### src/rtl/updown_counter_pkg.sv
// Shared types and constants for the modulo-2^WIDTH up/down counter.
package updown_counter_pkg;

  typedef enum logic {
    DIR_DOWN = 1'b0,
    DIR_UP   = 1'b1
  } dir_e;

  // Sized to the widest legal count; the module slices it down to WIDTH.
  localparam logic [31:0] COUNT_RST = '0;

endpackage

### src/rtl/updown_counter.sv
// Synchronous binary up/down counter, modulo 2^WIDTH, no saturation.
// Optional terminal-count output tc is enabled by defining UPDOWN_COUNTER_TC_EN.
module updown_counter
  import updown_counter_pkg::*;
#(
  parameter int WIDTH = 4
) (
  input  logic             clk,
  input  logic             reset,
  input  logic             enable,
  input  logic             up_down,
`ifdef UPDOWN_COUNTER_TC_EN
  output logic             tc,
`endif
  output logic [WIDTH-1:0] q
);

  typedef logic [WIDTH-1:0] count_t;

  localparam count_t ONE   = count_t'(1);
  localparam count_t ZERO  = COUNT_RST[WIDTH-1:0];
  localparam count_t MAX_V = '1;

  // No handshake: enable is a plain level qualifier sampled on every rising
  // edge; enable=0 holds q, and there is no backpressure in either direction.
  dir_e   dir;
  count_t q_next;

  always_comb begin
    dir    = dir_e'(up_down);
    q_next = q;
    if (dir == DIR_UP) begin
      q_next = q + ONE;
    end else begin
      q_next = q - ONE;
    end
  end

  always_ff @(posedge clk) begin
    if (reset) begin
      q <= ZERO;
    end else if (enable) begin
      q <= q_next;
    end
  end

`ifdef UPDOWN_COUNTER_TC_EN
  logic wrap;

  // A wrap is an enabled step across the 0 / 2^WIDTH-1 boundary.
  always_comb begin
    wrap = 1'b0;
    if (enable) begin
      if (dir == DIR_UP) begin
        wrap = (q == MAX_V);
      end else begin
        wrap = (q == ZERO);
      end
    end
  end

  // Reset forcing q to 0 is not a wrap, so tc stays low through it.
  always_ff @(posedge clk) begin
    if (reset) begin
      tc <= 1'b0;
    end else begin
      tc <= wrap;
    end
  end
`endif

endmodule

### config.mk
export PLATFORM = sky130hd
export DESIGN_NAME = updown_counter
export DESIGN_NICKNAME = d
export VERILOG_FILES = /design/src/rtl/updown_counter_pkg.sv /design/src/rtl/updown_counter.sv
export SDC_FILE = /design/constraint.sdc
export NUM_CORES = 1
export LEC_CHECK = 0
export ABC_AREA = 1
export BUFFER_PORTS_ARGS = -buffer_cell sky130_fd_sc_hd__buf_2
export CAP_MARGIN = 30
export CORE_AREA = 2 2 39 41
export CTS_CLUSTER_DIAMETER = 80
export DETAILED_ROUTE_END_ITERATION = 16
export DIE_AREA = 0 0 41 43
export SETUP_SLACK_MARGIN = 0.5
export SLEW_MARGIN = 20
export SYNTH_ARGS = -nofsm -noshare
export SYNTH_HDL_FRONTEND = slang
export SYNTH_SLANG_ARGS = --single-unit
### constraint.sdc
create_clock -name clk -period 1.3 [get_ports clk]
set_input_delay 0.26 -clock clk [delete_from_list [all_inputs] [get_ports clk]]
set_output_delay 0.26 -clock clk [all_outputs]
set_load 0.03 [all_outputs]
# After elaboration in Yosys (flattened, before gate mapping)
# Cells that the tools add are included.
# word_totals
register_bits,4
inputBits,4
output_inout_bits,4
word_cells,4
# op_classes
add_sub_neg,2
n_mux,1
# ops
op,n
"adder 4 x 1 -> 4 bit, second input constant",1
two-way mux 4 bit,1
"subtractor 4 x 1 -> 4 bit, second input constant",1

# Depth between registers and ports, before layout
# Gate-level depths: netlist (run 1).
# logic_depth
ltp_word,2
depth_mapped,9
mapped_depth_nobuf,9

# Least setup slack after synthesis (run 1)
# No wires, ideal clock.
# synth_path
path_type,register -> register
startpoint,register q[2]
endpoint,register q[3]
setup_ns,0.109
arrival_time_ns,1.270
required_ns,1.191
setup_slack_ns,-0.079
path_stages_with_launch,7
n_path_buf,0
synth_period_minus_slack_ns,1.379
cell_sequence,dfxtp_1 ha_1 or2_1 nand3_1 nand3_1 nand2_1 inv_1
# synth_via
elab_chain_len,2
word_cells_on_any_way,3
cone_classes,add/sub (2); mux (1)
# synth_rtl
element,line,rtl
start: declaration,updown_counter.sv:15,output logic [WIDTH-1:0] q
start signal: assignment,updown_counter.sv:43,q <= q_next;
subtractor 4 x 1 -> 4 bit or adder 4 x 1 -> 4 bit (tied branches),"updown_counter.sv:35, updown_counter.sv:33",
two-way mux 4 bit (*),updown_counter.sv:32,if (dir == DIR_UP) begin
# Mark *: on every way between the ends. The rest lies on a longest branch, timed or not.
# A chain may end at the register's enable or synchronous reset.

# Final worst setup path (run 1)
# layout_path
startpoint,register q[0]
endpoint,register q[1]
# layout_via
elab_chain_len,2
word_cells_on_any_way,3
cone_classes,add/sub (2); mux (1)
# layout_rtl
element,line,rtl
subtractor 4 x 1 -> 4 bit or adder 4 x 1 -> 4 bit (tied branches),"updown_counter.sv:35, updown_counter.sv:33",
two-way mux 4 bit (*),updown_counter.sv:32,
named net q_next[1],updown_counter.sv:27,count_t q_next;
# Mark *: on every way through the listed nets, which the timed path passes. The rest lies on a longest branch.

==> qor.log, run 1 <==
INFO  setup_path     reg2regPathDepth=3
INFO  cts            cts-root-buf=clkbuf_4
INFO  floorplanning  floorplan.rows=14
INFO  sta            timing.final.crit_period=1.158ns
INFO  cts            clk_pin_slew_worst_paths=0.03ns
INFO  synthesis      syn_area=249.0squm
INFO  run_status     outcome=complete, no violations
INFO  grt            global_route.overflow_total=0
INFO  setup_path     worstSetupStartpoint=q[0]$_SDFFE_PP0P_
INFO  final_layout   design.final.nets=56
INFO  setup_path     crit_arrival=1.31ns
INFO  final_layout   largest_registers=q x4
INFO  placed_design  port-buffer-count=7
INFO  sta            layout_worst_path_cycle_share=89.05%
INFO  synthesis      syn_area_per_cell=7.114squm
INFO  setup_path     worst_ep_required_time=1.45ns
INFO  grt            antenna_found_initial=0
INFO  routing        drt_drc_violations_left=0
INFO  final_layout   antennaDiodeCount=0
INFO  routing        drt-initial-drc-count=1
INFO  setup_path     worst-setup-path-type=flop to flop
INFO  pwr            vdd_drop_max=0.5086mV
INFO  cts            clock_tree.buffer_depth=2
INFO  setup_path     maximum_fanout_encountered_on_the_critical_timing_path=4
INFO  setup_path     worst_setup_path_end_kind=flop
INFO  setup_path     setup.worst_path.end=q[1]$_SDFFE_PP0P_
INFO  setup_path     crit-reg2reg-launch=q[0]$_SDFFE_PP0P_
INFO  sta            rsz0062_at_grt=true
INFO  cts            cts_tree=built
INFO  placed_design  gpl.final_weighted_congestion=0.7269
INFO  pwr            power_density=1181nW/um^2
INFO  final_layout   drive_gt1_share=44.68%
INFO  flow_run       max-cap-violations=0
INFO  floorplanning  floorplan.core_area=1384squm
INFO  grt            grt_start_max_net_pins=6
INFO  placed_design  dp_worst_setup_slack=-0.03241ns
INFO  sta            final_hold_viol_count=0
INFO  final_layout   largest-register=q
INFO  synthesis      netlist-cell-type-count=12
INFO  routing        routed_wire_length_per_instance=8.968um
INFO  setup_path     worst-r2r-setup-slack=0.14ns
INFO  floorplanning  design.die.area=1763squm
INFO  routing        route.antenna.remaining_nets=0
INFO  placed_design  dp.final_hpwl=414.1um
INFO  grt            first_global_vias=225
INFO  final_layout   number_of_flip_flops_under_the_largest_register_name=4
INFO  synthesis      synth.yosys.seq_area_share=32.16%
INFO  cts            cts_hold_buf=0
INFO  sta            fmax=0.8638GHz
INFO  floorplanning  floorplan.die.width=41um
INFO  setup_path     regToRegEndpoint=q[1]$_SDFFE_PP0P_
INFO  floorplanning  initial_utilization=17.99%
INFO  floorplanning  io_pins=8
INFO  setup_path     startpoint_type=flop
INFO  cts            clk-insertion-delay-late=0.24ns
INFO  hold_path      hold_path_class=primary input to flop
INFO  routing        routed_via_density=3.937
INFO  sta            setup_total_negative_slack=0ns
INFO  routing        pre_antenna_drt_iters=4
INFO  sta            worst_slew_pin_slew=0.1241ns
INFO  synthesis      number_of_flip_flops_and_latches_in_the_synthesized_netlist=4
INFO  synthesis      netlist_instances=35
INFO  cts            cts_buffers=3
INFO  sta            skew=0.01171ns
INFO  sta            timing.final.max_slew_violations=0
INFO  sta            final_critical_path_setup_slack=0.1423ns
INFO  final_layout   share_of_the_core_filled_with_cells_in_the_final_layout=29.48%
INFO  cts            cts.htree.levels=1
INFO  grt            grt_pass1_wl=869um
INFO  routing        routed-via-count=248
INFO  synthesis      synthesis.nets=42
INFO  grt            grtUsageTotal=7.646%
INFO  pwr            power.total=0.0004817W
INFO  cts            numClockSinks=4
INFO  synthesis      yosysWarningCount=0
INFO  pwr            power_leakage=0.1987nW
INFO  final_layout   areaGrowthSynthToFinish=63.82%
INFO  sta            timing.max_slew.rel_slack=91.66%
INFO  routing        route.final.wire_length=565um
INFO  placed_design  dp_cells=58
INFO  floorplanning  fp.dieH=43um
INFO  final_layout   layoutNonFillerInstCount=63
INFO  sta            setup-violations-final=0
-- metal layers --
metal | up-vias | GRT usage, % | share of wire (%)
li1 | 132 | - | -
met1 | 110 | 9.385 | 46
met2 | 6 | 10.00 | 50
met3 | 0 | 4.712 | 3.9
met4 | 0 | 4.000 | 0
met5 | - | 0 | 0
-- per-stage QoR --
stage / cell area [sq um] / hold WS, ns
floorplan: 276.5 / 0.3217
CTS: 380.4 / 0.2362
global placement: 331.6 / 0.4695
detailed placement: 331.6 / 0.4725
finish: 407.9 / 0.2463
global route: 407.9 / 0.2443
-- power breakdown --
part,switching [W],internal (W),leakage [nW]
clock,0.0000540,0.000104,0.0138
sequential,0.0000187,0.000140,0.0353
combinational,0.0000860,0.0000799,0.150
-- cell usage in the layout (no fill, tap or decap), drive strengths merged --
cell type,n
clkbuf,3
a21oi,2
nor2,4
ha,2
nand3,2
nand2,10
o21ai,1
inv,5
xor2,1
clkinvlp,1
or2,1
dfxtp,4
xnor2,1
buf,9
fa,1
-- cell type report --
| class | instances | area, sq um |
|---|---|---|
| clock buffers | 3 | 22.52 |
| fillers | 156 | 975.9 |
| inverters | 6 | 26.28 |
| multi-input cells | 25 | 167.7 |
| flip-flops and latches | 4 | 92.59 |
| well taps | 16 | 20.02 |
| repair buffers | 9 | 78.83 |
-- critical path: stages, from the launching register on --
cell	delay (ns)
dfxtp_4	0.35
fa_2	0.57
nand2_2	0.05
a21oi_2	0.11
-- cells in the mapped netlist --
library cell / instances / area [sq um]
nand2_1: 10 / 37.54
or2_1: 1 / 6.260
nand3_1: 2 / 10.01
dfxtp_1: 4 / 80.08
a21oi_1: 2 / 10.01
fa_1: 1 / 20.02
xor2_1: 1 / 8.760
inv_1: 6 / 22.52
ha_1: 2 / 25.02
xnor2_1: 1 / 8.760
nor2_1: 4 / 15.01
o21ai_0: 1 / 5.000
-- kinds of logic after synthesis --
group           share of synthesized area, %
fa+ha+maj                              18.09
compound gates                         6.028
buf+inv                                9.045
xor+xnor                               7.036
flops                                  32.16
simple gates                           27.64
-- worst min path at each step --
stage	start	to	slack (ns)	depth (start not counted)
floorplan	reset	q[1]$_SDFFE_PP0P_	0.32	1
global placement	reset	q[0]$_SDFFE_PP0P_	0.47	2
detailed placement	reset	q[0]$_SDFFE_PP0P_	0.47	2
CTS	reset	q[1]$_SDFFE_PP0P_	0.24	2
global route	reset	q[1]$_SDFFE_PP0P_	0.24	2
finish	reset	q[1]$_SDFFE_PP0P_	0.25	2
-- timing repair --
action                     CTS  global route
setup endpoints to repair    7             7
setup buffers                0             2
gates resized for setup      9             5
pin swaps                    5             3
Note: power is estimated with default switching activity, not from simulation.
==> run 2: changes to the inputs <==
- CELL_PAD_IN_SITES_DETAIL_PLACEMENT: unset -> 0
- CELL_PAD_IN_SITES_GLOBAL_PLACEMENT: unset -> 1
- PLACE_DENSITY_LB_ADDON: unset -> 0.1
- TNS_END_PERCENT: unset -> 5
==> run 2 against run 1 <==
- clock skew down 0.011 ns
- power down 8.0%
- cell count down 1.6%
- setup slack better by 0.015 ns
- hold slack worse by 0.019 ns
- largest cell class unchanged
==> qor.log, run 2 (synthesized netlist as in run 1, its figures left out) <==
INFO  placed_design  dp.final_hpwl=452.9um [was 414.1 um]
INFO  floorplanning  floorplan.die.width=41um [unchanged]
INFO  hold_path      min_path_cells=2 [unchanged]
INFO  sta            skew=0.0009177ns [was 0.01171 ns]
INFO  cts            clk_pin_slew_worst_paths=0.04ns [was 0.03 ns]
INFO  hold_path      worst_hold_path.endpoint=q[1]$_SDFFE_PP0P_ [unchanged]
INFO  setup_path     regToRegEndpoint=q[2]$_SDFFE_PP0P_ [was q[1]$_SDFFE_PP0P_]
INFO  sta            setup-violations-final=0 [unchanged]
INFO  run_status     outcome=complete, no violations [unchanged]
INFO  grt            grtUsageTotal=8.635% [was 7.646%]
INFO  cts            numClockSinks=4 [unchanged]
INFO  cts            cts-resized-gates=0 [was 9]
INFO  grt            grt_start_max_net_pins=6 [unchanged]
INFO  sta            layout_worst_path_cycle_share=87.92% [was 89.05%]
INFO  final_layout   drive_gt1_share=36.96% [was 44.68%]
INFO  grt            grt_pass1_wl=952um [was 869 um]
INFO  pwr            power_switching_share=32.46% [was 32.95%]
INFO  final_layout   largest-register=q [unchanged]
INFO  setup_path     startpoint_type=flop [unchanged]
INFO  cts            clk-insertion-delay-late=0.23ns [was 0.24 ns]
INFO  placed_design  gpl.final_weighted_congestion=0.6169 [was 0.7269]
INFO  pwr            p_int=0.0002994W [was 0.0003230 W]
INFO  routing        routed_via_density=3.968 [was 3.937]
INFO  final_layout   number_of_flip_flops_under_the_largest_register_name=4 [unchanged]
INFO  pwr            power_density=1226nW/um^2 [was 1181 nW/um^2]
INFO  pwr            net-switching-power=0.0001439W [was 0.0001587 W]
INFO  setup_path     maximum_fanout_encountered_on_the_critical_timing_path=4 [unchanged]
INFO  setup_path     worst-setup-path-type=flop to flop [unchanged]
INFO  final_layout   antennaDiodeCount=0 [unchanged]
INFO  routing        route.final.wire_length=538um [was 565 um]
INFO  placed_design  port-buffer-count=7 [unchanged]
INFO  final_layout   design.final.nets=55 [was 56]
INFO  final_layout   postLayoutCellArea=361.6squm [was 407.9 sq um]
INFO  flow_run       max-cap-violations=0 [unchanged]
INFO  sta            final_critical_path_setup_slack=0.1570ns [was 0.1423 ns]
INFO  grt            antenna_found_initial=0 [unchanged]
INFO  cts            cts-root-buf=clkbuf_4 [unchanged]
INFO  routing        drt-initial-drc-count=2 [was 1]
INFO  cts            cts_buffers=3 [unchanged]
INFO  sta            setup_total_negative_slack=0ns [unchanged]
INFO  hold_path      hold_path_class=primary input to flop [unchanged]
INFO  routing        drt_drc_violations_left=0 [unchanged]
INFO  final_layout   share_of_the_core_filled_with_cells_in_the_final_layout=26.13% [was 29.48%]
INFO  setup_path     reg2regPathDepth=4 [was 3]
INFO  cts            cts.htree.levels=1 [unchanged]
INFO  placed_design  dpl-instance-area=339.1squm [was 331.6 sq um]
INFO  setup_path     worst_ep_required_time=1.42ns [was 1.45 ns]
INFO  final_layout   largest_registers=q x4 [unchanged]
INFO  final_layout   layout_common_cells=10 x nand2_1, 7 x buf_2, 5 x inv_1 [was 9 x nand2_1, 5 x inv_1, 5 x buf_6]
INFO  cts            cts_tree=built [unchanged]
INFO  setup_path     timing.critical_path.slowest_cell_delay=0.39ns [was 0.57 ns]
INFO  setup_path     crit_arrival=1.27ns [was 1.31 ns]
INFO  floorplanning  design.die.area=1763squm [unchanged]
INFO  final_layout   areaGrowthSynthToFinish=45.23% [was 63.82%]
INFO  cts            cts_hold_buf=0 [unchanged]
INFO  floorplanning  initial_utilization=17.99% [unchanged]
INFO  pwr            comb_power_share=31.1% [was 34.5%]
INFO  sta            final_hold_viol_count=0 [unchanged]
INFO  sta            timing.final.max_slew_violations=0 [unchanged]
INFO  grt            first_global_vias=241 [was 225]
INFO  final_layout   final_common_cell=nand2_1 [unchanged]
INFO  pwr            seq_power_share=35.1% [was 32.8%]
INFO  floorplanning  floorplan.core_area=1384squm [unchanged]
INFO  pwr            power.clock.fraction=33.7% [was 32.7%]
INFO  routing        route.antenna.remaining_nets=0 [unchanged]
INFO  sta            fmax=0.8749GHz [was 0.8638 GHz]
INFO  pwr            power_leakage=0.1861nW [was 0.1987 nW]
INFO  setup_path     critical-path-slowest-cell=fa_2 [unchanged]
INFO  cts            clock_tree.buffer_depth=2 [unchanged]
INFO  routing        routed-via-count=246 [was 248]
INFO  sta            worst_slew_pin_slew=0.1525ns [was 0.1241 ns]
INFO  setup_path     worst-r2r-setup-slack=0.16ns [was 0.14 ns]
INFO  grt            global_route.overflow_total=0 [unchanged]
INFO  floorplanning  io_pins=8 [unchanged]
INFO  routing        routed_wire_length_per_instance=8.677um [was 8.968 um]
INFO  pwr            vdd_drop_max=0.4619mV [was 0.5086 mV]
INFO  cts            postCtsSetupRepairBufs=0 [unchanged]
INFO  setup_path     worst_setup_path_end_kind=flop [unchanged]
INFO  setup_path     path_cells=fa_2, xor2_1, o21ai_1, inv_1 [was fa_2, nand2_2, a21oi_2]
INFO  setup_path     crit-reg2reg-launch=q[1]$_SDFFE_PP0P_ [was q[0]$_SDFFE_PP0P_]
INFO  placed_design  dp_worst_setup_slack=-0.04299ns [was -0.03241 ns]
INFO  floorplanning  fp.dieH=43um [unchanged]
INFO  routing        pre_antenna_drt_iters=4 [unchanged]
INFO  sta            rsz0062_at_grt=true [unchanged]
INFO  sta            timing.final.crit_period=1.143ns [was 1.158 ns]
INFO  floorplanning  floorplan.rows=14 [unchanged]
INFO  hold_path      hold_path_startpoint=reset [unchanged]
INFO  sta            timing.max_slew.rel_slack=89.80% [was 91.66%]
==> run 2: layout make-up <==
type                            instances  area (sq um)
Timing Repair Buffer                    8         42.54
Tap cell                               16         20.02
Sequential cell                         4         88.84
Clock buffer                            3         22.52
Multi-Input combinational cell         25         161.4
Fill cell                             155          1022
Inverter                                6         26.28
==> run 2: what timing repair did <==
action | in CTS | in global routing
hold endpoints to repair | 0 | 0
pin swaps | 4 | 0
setup endpoints to repair | 7 | 7
==> run 2: routing by layer <==
layer	track usage [%]	up-vias	part of all wire, %
met5	0	-	0
met4	10.00	0	0
met3	3.141	0	4.3
met2	9.688	4	50
met1	10.93	111	46
li1	-	131	-
==> run 2: per-stage QoR <==
step,total power (W),hold WS (ns),instances
global route,0.0004863,0.2305,62
floorplan,0.0002512,0.3217,35
CTS,0.0004567,0.2169,62
global placement,0.0002948,0.4642,59
detailed placement,0.0002962,0.4668,59
finish,0.0004433,0.2269,62
==> run 2: how the worst max path moves through the flow <==
stage                      start                end  slack [ns]
2_1_floorplan  q[0]$_SDFFE_PP0P_  q[2]$_SDFFE_PP0P_        0.15
3_3_place_gp             up_down  q[3]$_SDFFE_PP0P_       -0.03
3_5_place_dp             up_down  q[3]$_SDFFE_PP0P_       -0.04
4_1_cts        q[2]$_SDFFE_PP0P_  q[3]$_SDFFE_PP0P_        0.15
5_1_grt        q[1]$_SDFFE_PP0P_  q[2]$_SDFFE_PP0P_        0.08
6_report       q[1]$_SDFFE_PP0P_  q[2]$_SDFFE_PP0P_        0.16
==> run 2: worst max-delay path, delay by kind of cell, from the launching register on <==
family	cells	cell delay, ns
AO/OA/AOI/OAI	1	0.11
XOR/XNOR	1	0.15
adder cells (fa/ha/maj)	1	0.39
buffers and inverters	1	0.04
flip-flops	1	0.34
==> run 2: power by group through the flow <==
stage                     sequential [W]  clock (W)  combinational (W)
final                           0.000156   0.000149           0.000138
after global routing            0.000158   0.000170           0.000158
after CTS                       0.000156   0.000160           0.000140
after detailed placement        0.000159          0           0.000138
after global placement          0.000158          0           0.000137
after floorplan                 0.000183          0          0.0000686
